$ cat config.mk
export PLATFORM = sky130hd
export DESIGN_NAME = tea_decrypt_serial_flat
export DESIGN_NICKNAME = d
export VERILOG_FILES = /design/src/rtl/tea_decrypt_serial_if.sv /design/src/rtl/tea_decrypt_serial.sv /design/src/flat_wrapper.sv
export SDC_FILE = /design/constraint.sdc
export NUM_CORES = 1
export LEC_CHECK = 0
export ABC_AREA = 1
export BUFFER_PORTS_ARGS = -buffer_cell sky130_fd_sc_hd__buf_2
export CAP_MARGIN = 20
export CORE_AREA = 8 8 250 252
export DETAILED_ROUTE_END_ITERATION = 12
export DIE_AREA = 0 0 258 260
export PLACE_DENSITY = 0.65
export SYNTH_ARGS = -nofsm -noshare
export SYNTH_HDL_FRONTEND = slang
export SYNTH_SLANG_ARGS = --single-unit
$ cat constraint.sdc
create_clock -name clk -period 9.77 [get_ports clk]
set_input_delay 1.954 -clock clk [delete_from_list [all_inputs] [get_ports clk]]
set_output_delay 1.954 -clock clk [all_outputs]
set_load 0.03 [all_outputs]
$ cat src/rtl/tea_decrypt_serial_if.sv
// rtl/tea_decrypt_serial_if.sv - serial ciphertext input and plaintext output handshake bundle
interface tea_decrypt_serial_if;
  logic        sin_valid;
  logic        sin_bit;
  logic        sin_ready;
  logic [63:0] pt;
  logic        out_valid;
  logic        out_ready;

  modport master (
    output sin_valid, sin_bit, out_ready,
    input  sin_ready, pt, out_valid
  );

  modport slave (
    input  sin_valid, sin_bit, out_ready,
    output sin_ready, pt, out_valid
  );
endinterface

$ cat src/rtl/tea_decrypt_serial.sv
// rtl/tea_decrypt_serial.sv - bit-serial TEA ciphertext receiver with one-round-per-clock decryption
// Optional completed-block counter enabled by defining TEA_BLOCK_COUNT_EN.
module tea_decrypt_serial #(
  parameter int          ROUNDS = 32,
  parameter logic [31:0] DELTA  = 32'h9E3779B9
) (
  input  logic                 clk,
  input  logic                 reset,
  input  logic [127:0]         key,
  tea_decrypt_serial_if.slave  s,
  output logic                 done,
  output logic [15:0]          blk_count
);

  localparam logic [31:0] SUM_INIT = DELTA * 32'(ROUNDS);
  localparam logic [5:0]  LAST_RND = 6'(ROUNDS - 1);

  typedef enum logic [1:0] {IDLE, RECV, ROUND, OUT} state_t;

  state_t        state_q, state_d;
  logic [63:0]   data_q, data_d;
  logic [6:0]    cnt_q, cnt_d;
  logic [127:0]  key_q, key_d;
  logic [31:0]   sum_q, sum_d;
  logic [5:0]    rnd_q, rnd_d;
  logic          done_q, done_d;

  logic [31:0] v0, v1, v0_n, v1_n;
  logic [31:0] k0, k1, k2, k3;

  assign v0 = data_q[63:32];
  assign v1 = data_q[31:0];
  assign k0 = key_q[127:96];
  assign k1 = key_q[95:64];
  assign k2 = key_q[63:32];
  assign k3 = key_q[31:0];

  // v1 is undone first, and the updated v1 feeds the v0 step within the same cycle.
  always_comb begin
    v1_n = v1 - (((v0 << 4) + k2) ^ (v0 + sum_q) ^ ((v0 >> 5) + k3));
    v0_n = v0 - (((v1_n << 4) + k0) ^ (v1_n + sum_q) ^ ((v1_n >> 5) + k1));
  end

  always_comb begin
    state_d = state_q;
    data_d  = data_q;
    cnt_d   = cnt_q;
    key_d   = key_q;
    sum_d   = sum_q;
    rnd_d   = rnd_q;
    done_d  = 1'b0;
    case (state_q)
      IDLE: begin
        if (s.sin_valid) begin
          data_d  = {data_q[62:0], s.sin_bit};
          key_d   = key;
          cnt_d   = 7'd1;
          state_d = RECV;
        end
      end
      RECV: begin
        if (s.sin_valid) begin
          data_d = {data_q[62:0], s.sin_bit};
          cnt_d  = cnt_q + 7'd1;
          if (cnt_q == 7'd63) begin
            state_d = ROUND;
            sum_d   = SUM_INIT;
            rnd_d   = 6'd0;
          end
        end
      end
      ROUND: begin
        data_d = {v0_n, v1_n};
        sum_d  = sum_q - DELTA;
        rnd_d  = rnd_q + 6'd1;
        if (rnd_q == LAST_RND) begin
          state_d = OUT;
          done_d  = 1'b1;
        end
      end
      OUT: begin
        if (s.out_ready) begin
          state_d = IDLE;
          cnt_d   = 7'd0;
        end
      end
      default: state_d = IDLE;
    endcase
  end

  always_ff @(posedge clk or posedge reset) begin
    if (reset) begin
      state_q <= IDLE;
      data_q  <= '0;
      cnt_q   <= '0;
      key_q   <= '0;
      sum_q   <= SUM_INIT;
      rnd_q   <= '0;
      done_q  <= 1'b0;
    end else begin
      state_q <= state_d;
      data_q  <= data_d;
      cnt_q   <= cnt_d;
      key_q   <= key_d;
      sum_q   <= sum_d;
      rnd_q   <= rnd_d;
      done_q  <= done_d;
    end
  end

  assign s.sin_ready = (state_q == IDLE) || (state_q == RECV);
  assign s.out_valid = (state_q == OUT);
  assign s.pt        = data_q;
  assign done        = done_q;

`ifdef TEA_BLOCK_COUNT_EN
  logic [15:0] blk_q, blk_d;

  always_comb begin
    blk_d = blk_q;
    if (state_q == OUT && s.out_ready) blk_d = blk_q + 16'd1;
  end

  always_ff @(posedge clk or posedge reset) begin
    if (reset) blk_q <= '0;
    else       blk_q <= blk_d;
  end

  assign blk_count = blk_q;
`else
  assign blk_count = '0;
`endif

endmodule

$ cat src/flat_wrapper.sv
// flat-port wrapper written by rule: the top's interface ports become plain ports
module tea_decrypt_serial_flat 
#(
  parameter int          ROUNDS = 32,
  parameter logic [31:0] DELTA  = 32'h9E3779B9
)
  (clk, reset, key, done, blk_count, s_sin_valid, s_sin_bit, s_out_ready, s_sin_ready, s_pt, s_out_valid);
  tea_decrypt_serial_if s_i ();
  input  logic clk;
  input  logic reset;
  input  logic [127:0] key;
  output logic done;
  output logic [15:0] blk_count;
  input wire logic [$bits(s_i.sin_valid)-1:0] s_sin_valid;
  input wire logic [$bits(s_i.sin_bit)-1:0] s_sin_bit;
  input wire logic [$bits(s_i.out_ready)-1:0] s_out_ready;
  output wire logic [$bits(s_i.sin_ready)-1:0] s_sin_ready;
  output wire logic [$bits(s_i.pt)-1:0] s_pt;
  output wire logic [$bits(s_i.out_valid)-1:0] s_out_valid;
  assign s_i.sin_valid = s_sin_valid;
  assign s_i.sin_bit = s_sin_bit;
  assign s_i.out_ready = s_out_ready;
  assign s_sin_ready = s_i.sin_ready;
  assign s_pt = s_i.pt;
  assign s_out_valid = s_i.out_valid;
  tea_decrypt_serial #(.ROUNDS(ROUNDS), .DELTA(DELTA)) u_core (.clk(clk), .reset(reset), .key(key), .s(s_i), .done(done), .blk_count(blk_count));
endmodule
Yosys cells after proc, flatten, opt, wreduce, memory -nomap -nowiden
Index checks and enable logic that the tools add are counted.
- add/subtract/negate cells: 11
- equality and inequality tests: 11
- muxes and demuxes: 20
- bitwise logic cells: 4
- reduce and logical (&&, ||, !) cells: 11
- operator list (kind ; number):
    adder 32 bit ; 4
    case mux 64 bit (2 select lines) ; 1
    bitwise XOR 32 bit ; 4
    adder 27 x 32 -> 32 bit ; 2
    two-way mux 32 bit ; 2
    two-way mux 64 bit ; 1
    case mux 32 bit (2 select lines) ; 1
    subtractor 32 bit ; 2
    subtractor 32 bit (second input constant) ; 1
    two-way mux 7 bit ; 3
    case mux 7 bit (3 select lines) ; 1
    two-way mux 6 bit ; 2
    case mux 6 bit (2 select lines) ; 1
    two-way mux 2 bit ; 5
    case mux 2 bit (4 select lines) ; 1
    adder 7 x 1 -> 7 bit (second input constant) ; 1
    equality test 7 x 6 -> 1 bit (second input constant) ; 1
    adder 6 x 1 -> 6 bit (second input constant) ; 1
    equality test 6 x 5 -> 1 bit (second input constant) ; 1
    inequality test 2 x 1 -> 1 bit (second input constant) ; 3
    inequality test 2 bit (second input constant) ; 3
    AND reduction 5 bit ; 1
    equality test 2 bit (second input constant) ; 2
    AND reduction 2 bit ; 2
    9 further kinds ; 11
- register bits after elaboration: 240
- input port bits: 133
- output and inout port bits: 83

Logic depth before layout (Yosys ltp)
- depth after elaboration: 9
- depth in mapped cells: 51
- depth with buffers taken out: 51

Worst setup path after synthesis
OpenSTA, ideal clock, no wires.
- path type: reg-to-reg
- start: reg u_core.data_q[37] (netlist: u_core.s.pt[37])
- end: reg u_core.data_q[63] (netlist: u_core.s.pt[63])
- arrival: 6.936 ns
- required time: 9.653 ns
- slack: 2.717 ns
- cell stages (with the launch flop): 48
- period minus slack after synthesis: 7.053 ns
- path through: dfrtp_1 > ha_1 > fa_1 > nand3_1 > nand2_1 > nand2_1 > o211ai_1 > a21oi_2 > o21ai_2 > nand2_1 > nand2_1 > nand2_1 > nand2_1 > nand2_1 > nand2_1 > a21boi_1 > xor2_1 > xor2_1 > [12 not listed] > inv_1 > nor3_1 > nor3b_1 > a221oi_1 > o21ai_0 > xor2_1 > xnor2_1 > xor2_1 > ha_1 > nand2_1 > inv_1 > a221oi_1 > o21a_1 > a31oi_1 > nand3_1 > nand3_1 > nand2_1 > nand2_1
- word-level cells in the longest chain between the ends: 9
- ends and longest elaborated chain (element ; RTL line ; source):
    start, declared ; tea_decrypt_serial.sv:21 ; logic [63:0] data_q, data_d;
    start signal, assigned ; tea_decrypt_serial.sv:102 ; data_q <= data_d;
    adder 32 bit ; tea_decrypt_serial.sv:40 ; v1_n = v1 - (((v0 << 4) + k2) ^ (v0 + sum_q) ^ ((v0 >> 5) + k3));
    bitwise XOR 32 bit (2 in series) ; tea_decrypt_serial.sv:40 ;
    subtractor 32 bit ; tea_decrypt_serial.sv:40 ;
    adder 32 bit ; tea_decrypt_serial.sv:41 ; v0_n = v0 - (((v1_n << 4) + k0) ^ (v1_n + sum_q) ^ ((v1_n >> 5) + k1));
    bitwise XOR 32 bit (2 in series) ; tea_decrypt_serial.sv:41 ;
    subtractor 32 bit * ; tea_decrypt_serial.sv:41 ;
    case mux 64 bit (2 select lines) * ; tea_decrypt_serial.sv:52 ; case (state_q)
Every way passes the cells marked *; elsewhere a longest branch is shown, timed or not.
A chain may end at the register's enable or synchronous reset.

Final worst setup path
Ends and elaborated chain as after synthesis.

==> summary.txt <==
status: finished clean
drt drc: 0
Post-Route Skew: 13.99 ps
Worst Setup SP: u_core.s.pt[37]$_DFFE_PP0P_
initial DRC count: 1363
number of global-route vias before repair: 20376
GRT overflow: 0
Routed wire per std cell: 18.18 um
first-pass GRT wire length: 111.2 mm
vias: 20818
Final min period: 8528 ps
worst-skew pair later-pin latency: 600 ps
initial antenna violation count: 5
worst rel slew slack: 32.11%
Worst EP arrival: 9010 ps
core area: 0.05846 mm^2
CTS tree: done
R2R depth: 46
post-synthesis sequential area ratio: 26.16%
vias per cell: 5.277
Post-CTS Resized: 0
port bufs: 199
WL final: 71.73 mm
Synth Instances: 2959
Yosys reg bits: 240
actual slew at the worst max-slew pin: 1018 ps
final hold vios: 0
n_diodes: 0
Most used DFF post-synth: dfrtp_1
CTS H-tree depth: 1
Reg2Reg Setup Slack: 1240 ps
Worst Path Max Fanout: 6
initial core utilization: 39.42%
top-count cell post-synth: nand2_1
DP HPWL: 58.44 mm
CTS Buf Count: 31
P&R area growth vs syn: 12.54%
worst setup path end: u_core.s.pt[63]$_DFFE_PP0P_
gr usage total: 20.66%
ANT nets after route: 0
Hold Crit Class: reg -> reg
area share of the largest cell type after synthesis: 24.22%
Synth Warn #: 0
final setup violating endpoints: 0
ys async rst share: 100.0%
setup_tns: 0 ps
Sink Count: 240
Yosys cell types: 63
FMAX: 117.3 MHz
fin. max-slew vios: 0
Worst path slowest cell: dfrtp_1
Tcrit/Tclk final: 87.29%
Std-Cell Rows: 89
max-capacitance violation count: 0
Commonest cells post-synth: 534 x nand2_1, 313 x a21oi_1, 313 x inv_1
hold_buf cts: 0
Syn Area/Cell: 7.788 um^2
Ports: 216
CTS root buf: clkbuf_16
Pre-Repair DR Iteration Count: 6
die area: 0.06708 mm^2
Area after DPL: 0.02484 mm^2
layout cells sized above 1: 15.35%
Finished Core Util: 44.36%
Post-synth EDFFs: 0
largest net degree at the start of global routing: 126
Cell Area, Synth: 0.02304 mm^2
r2r endpoint: u_core.s.pt[63]$_DFFE_PP0P_
Most common cell on crit path: nand2_1
gpl congestion: 0.9365
# nets final: 3537
worst-case clock buffer depth: 3
die width: 258 um
dominant cell type by area after synthesis: dfrtp_1
synth top area cells: dfrtp_1 24%, ha_1 14%, nand2_1 8.7%
RSZ-0062 raised after global routing: false
Worst R2R Start: u_core.s.pt[37]$_DFFE_PP0P_
critical path startpoint category: flop
CP peak stage delay: 470 ps
Clock transition at path regs: 60 ps
kind of critical path: reg -> reg
design area: 0.02593 mm^2
chip height: 260 um
Setup crit end kind: flop
Setup Buffers After CTS: 0
Critical Path RT: 10260 ps
-- worst max-delay path, delay by kind of cell, from the launching register on --
| family | cells | cell delay [ps] |
|---|---|---|
| simple gates | 25 | 2980 |
| fa+ha+maj | 5 | 1540 |
| xor+xnor | 6 | 1680 |
| compound gates | 9 | 1700 |
| flops | 1 | 470 |
| buf+inv | 1 | 50 |
-- worst min-delay path by stage --
stage / depth (start not counted) / to / from
floorplan: 1 / u_core.done$_DFF_PP0_ / u_core.rnd_q[5]$_DFFE_PP0P_
global placement: 1 / u_core.done$_DFF_PP0_ / u_core.rnd_q[5]$_DFFE_PP0P_
detailed placement: 1 / u_core.done$_DFF_PP0_ / u_core.rnd_q[5]$_DFFE_PP0P_
CTS: 1 / u_core.done$_DFF_PP0_ / u_core.rnd_q[5]$_DFFE_PP0P_
global route: 1 / u_core.done$_DFF_PP0_ / u_core.rnd_q[5]$_DFFE_PP0P_
finish: 1 / u_core.done$_DFF_PP0_ / u_core.rnd_q[5]$_DFFE_PP0P_
-- registers in the layout (all words and copies together) (netlist names) --
| name | flops |
|---|---|
| u_core.key_q | 128 |
| u_core.sum_q | 32 |
| u_core.s.pt | 64 |
| u_core.rnd_q | 6 |
| u_core.done | 1 |
| u_core.cnt_q | 7 |
| u_core.state_q | 2 |
-- metal layers --
layer  part of all wire [%]  GRT usage [%]  wire length [um]  vias up
met5                  0.093              0                67        -
met4                    2.3          4.749              1681       10
met3                    5.7          3.247              4118       96
met2                     46          34.43             32680      536
met1                     46          27.96             33180     9806
li1                       -              -                 -    10370
-- cells by family after synthesis --
family                   after synthesis  synth area share [%]
flip-flops                           240                 26.16
AO/OA/AOI/OAI                        694                 17.39
AND/OR/NAND/NOR                      903                 16.37
buffers and inverters                399                 6.793
XOR/XNOR                             343                 13.10
other                                  1               0.01627
adder cells (fa/ha/maj)              257                 14.22
multiplexers                         122                 5.962
-- cell type report --
type                            count  area (um^2)
Clock buffer                       36        834.6
Tap cell                          773        967.2
Inverter                          330         1246
Timing Repair Buffer              209         1071
Fill cell                        5908        32530
Multi-Input combinational cell   2335        15530
Clock inverter                     22        260.3
Sequential cell                   240         6027
-- placed cells by master (no fill, tap or decap), drive strengths merged, types with 2 or more instances in the layout --
| master | synthesis | layout |
|---|---|---|
| dfrtp | 223 | 223 |
| inv | 328 | 331 |
| clkinv | 2 | 12 |
| mux2 | 122 | 122 |
| o211a | 2 | 2 |
| nor4 | 8 | 8 |
| a31oi | 26 | 26 |
| ha | 249 | 249 |
| nand3b | 3 | 3 |
| or2 | 4 | 4 |
| dfstp | 17 | 17 |
| o21ai | 229 | 229 |
| conb | 1 | 16 |
| o221ai | 11 | 11 |
| nor2 | 164 | 164 |
| a211oi | 2 | 2 |
| nor3 | 35 | 35 |
| a21o | 16 | 16 |
| clkbuf | 39 | 36 |
| xor2 | 225 | 225 |
| o21a | 11 | 11 |
| a21oi | 328 | 328 |
| fa | 8 | 8 |
| and2 | 2 | 2 |
| o21bai | 15 | 15 |
| nor3b | 2 | 2 |
| bufinv | 0 | 5 |
| clkinvlp | 0 | 4 |
| buf | 30 | 209 |
| a221oi | 6 | 6 |
| o22ai | 7 | 7 |
| nand2 | 547 | 547 |
| a22oi | 2 | 2 |
| o211ai | 14 | 14 |
| xnor2 | 117 | 117 |
| o31ai | 10 | 10 |
| nand3 | 118 | 118 |
| a21boi | 11 | 11 |
| nand4 | 19 | 19 |
-- metrics by stage --
stage               hold WS (ps)  setup WS [ps]  std cells
floorplan                  434.4           1256       2974
global placement           450.2           1378       3887
detailed placement         456.8           1366       3887
CTS                        459.3           1311       3945
global route               473.6          618.9       3945
finish                     458.3           1242       3945
Power is not shown: default switching activity piles up to over one toggle a cycle in this logic, so the estimate is an artifact.
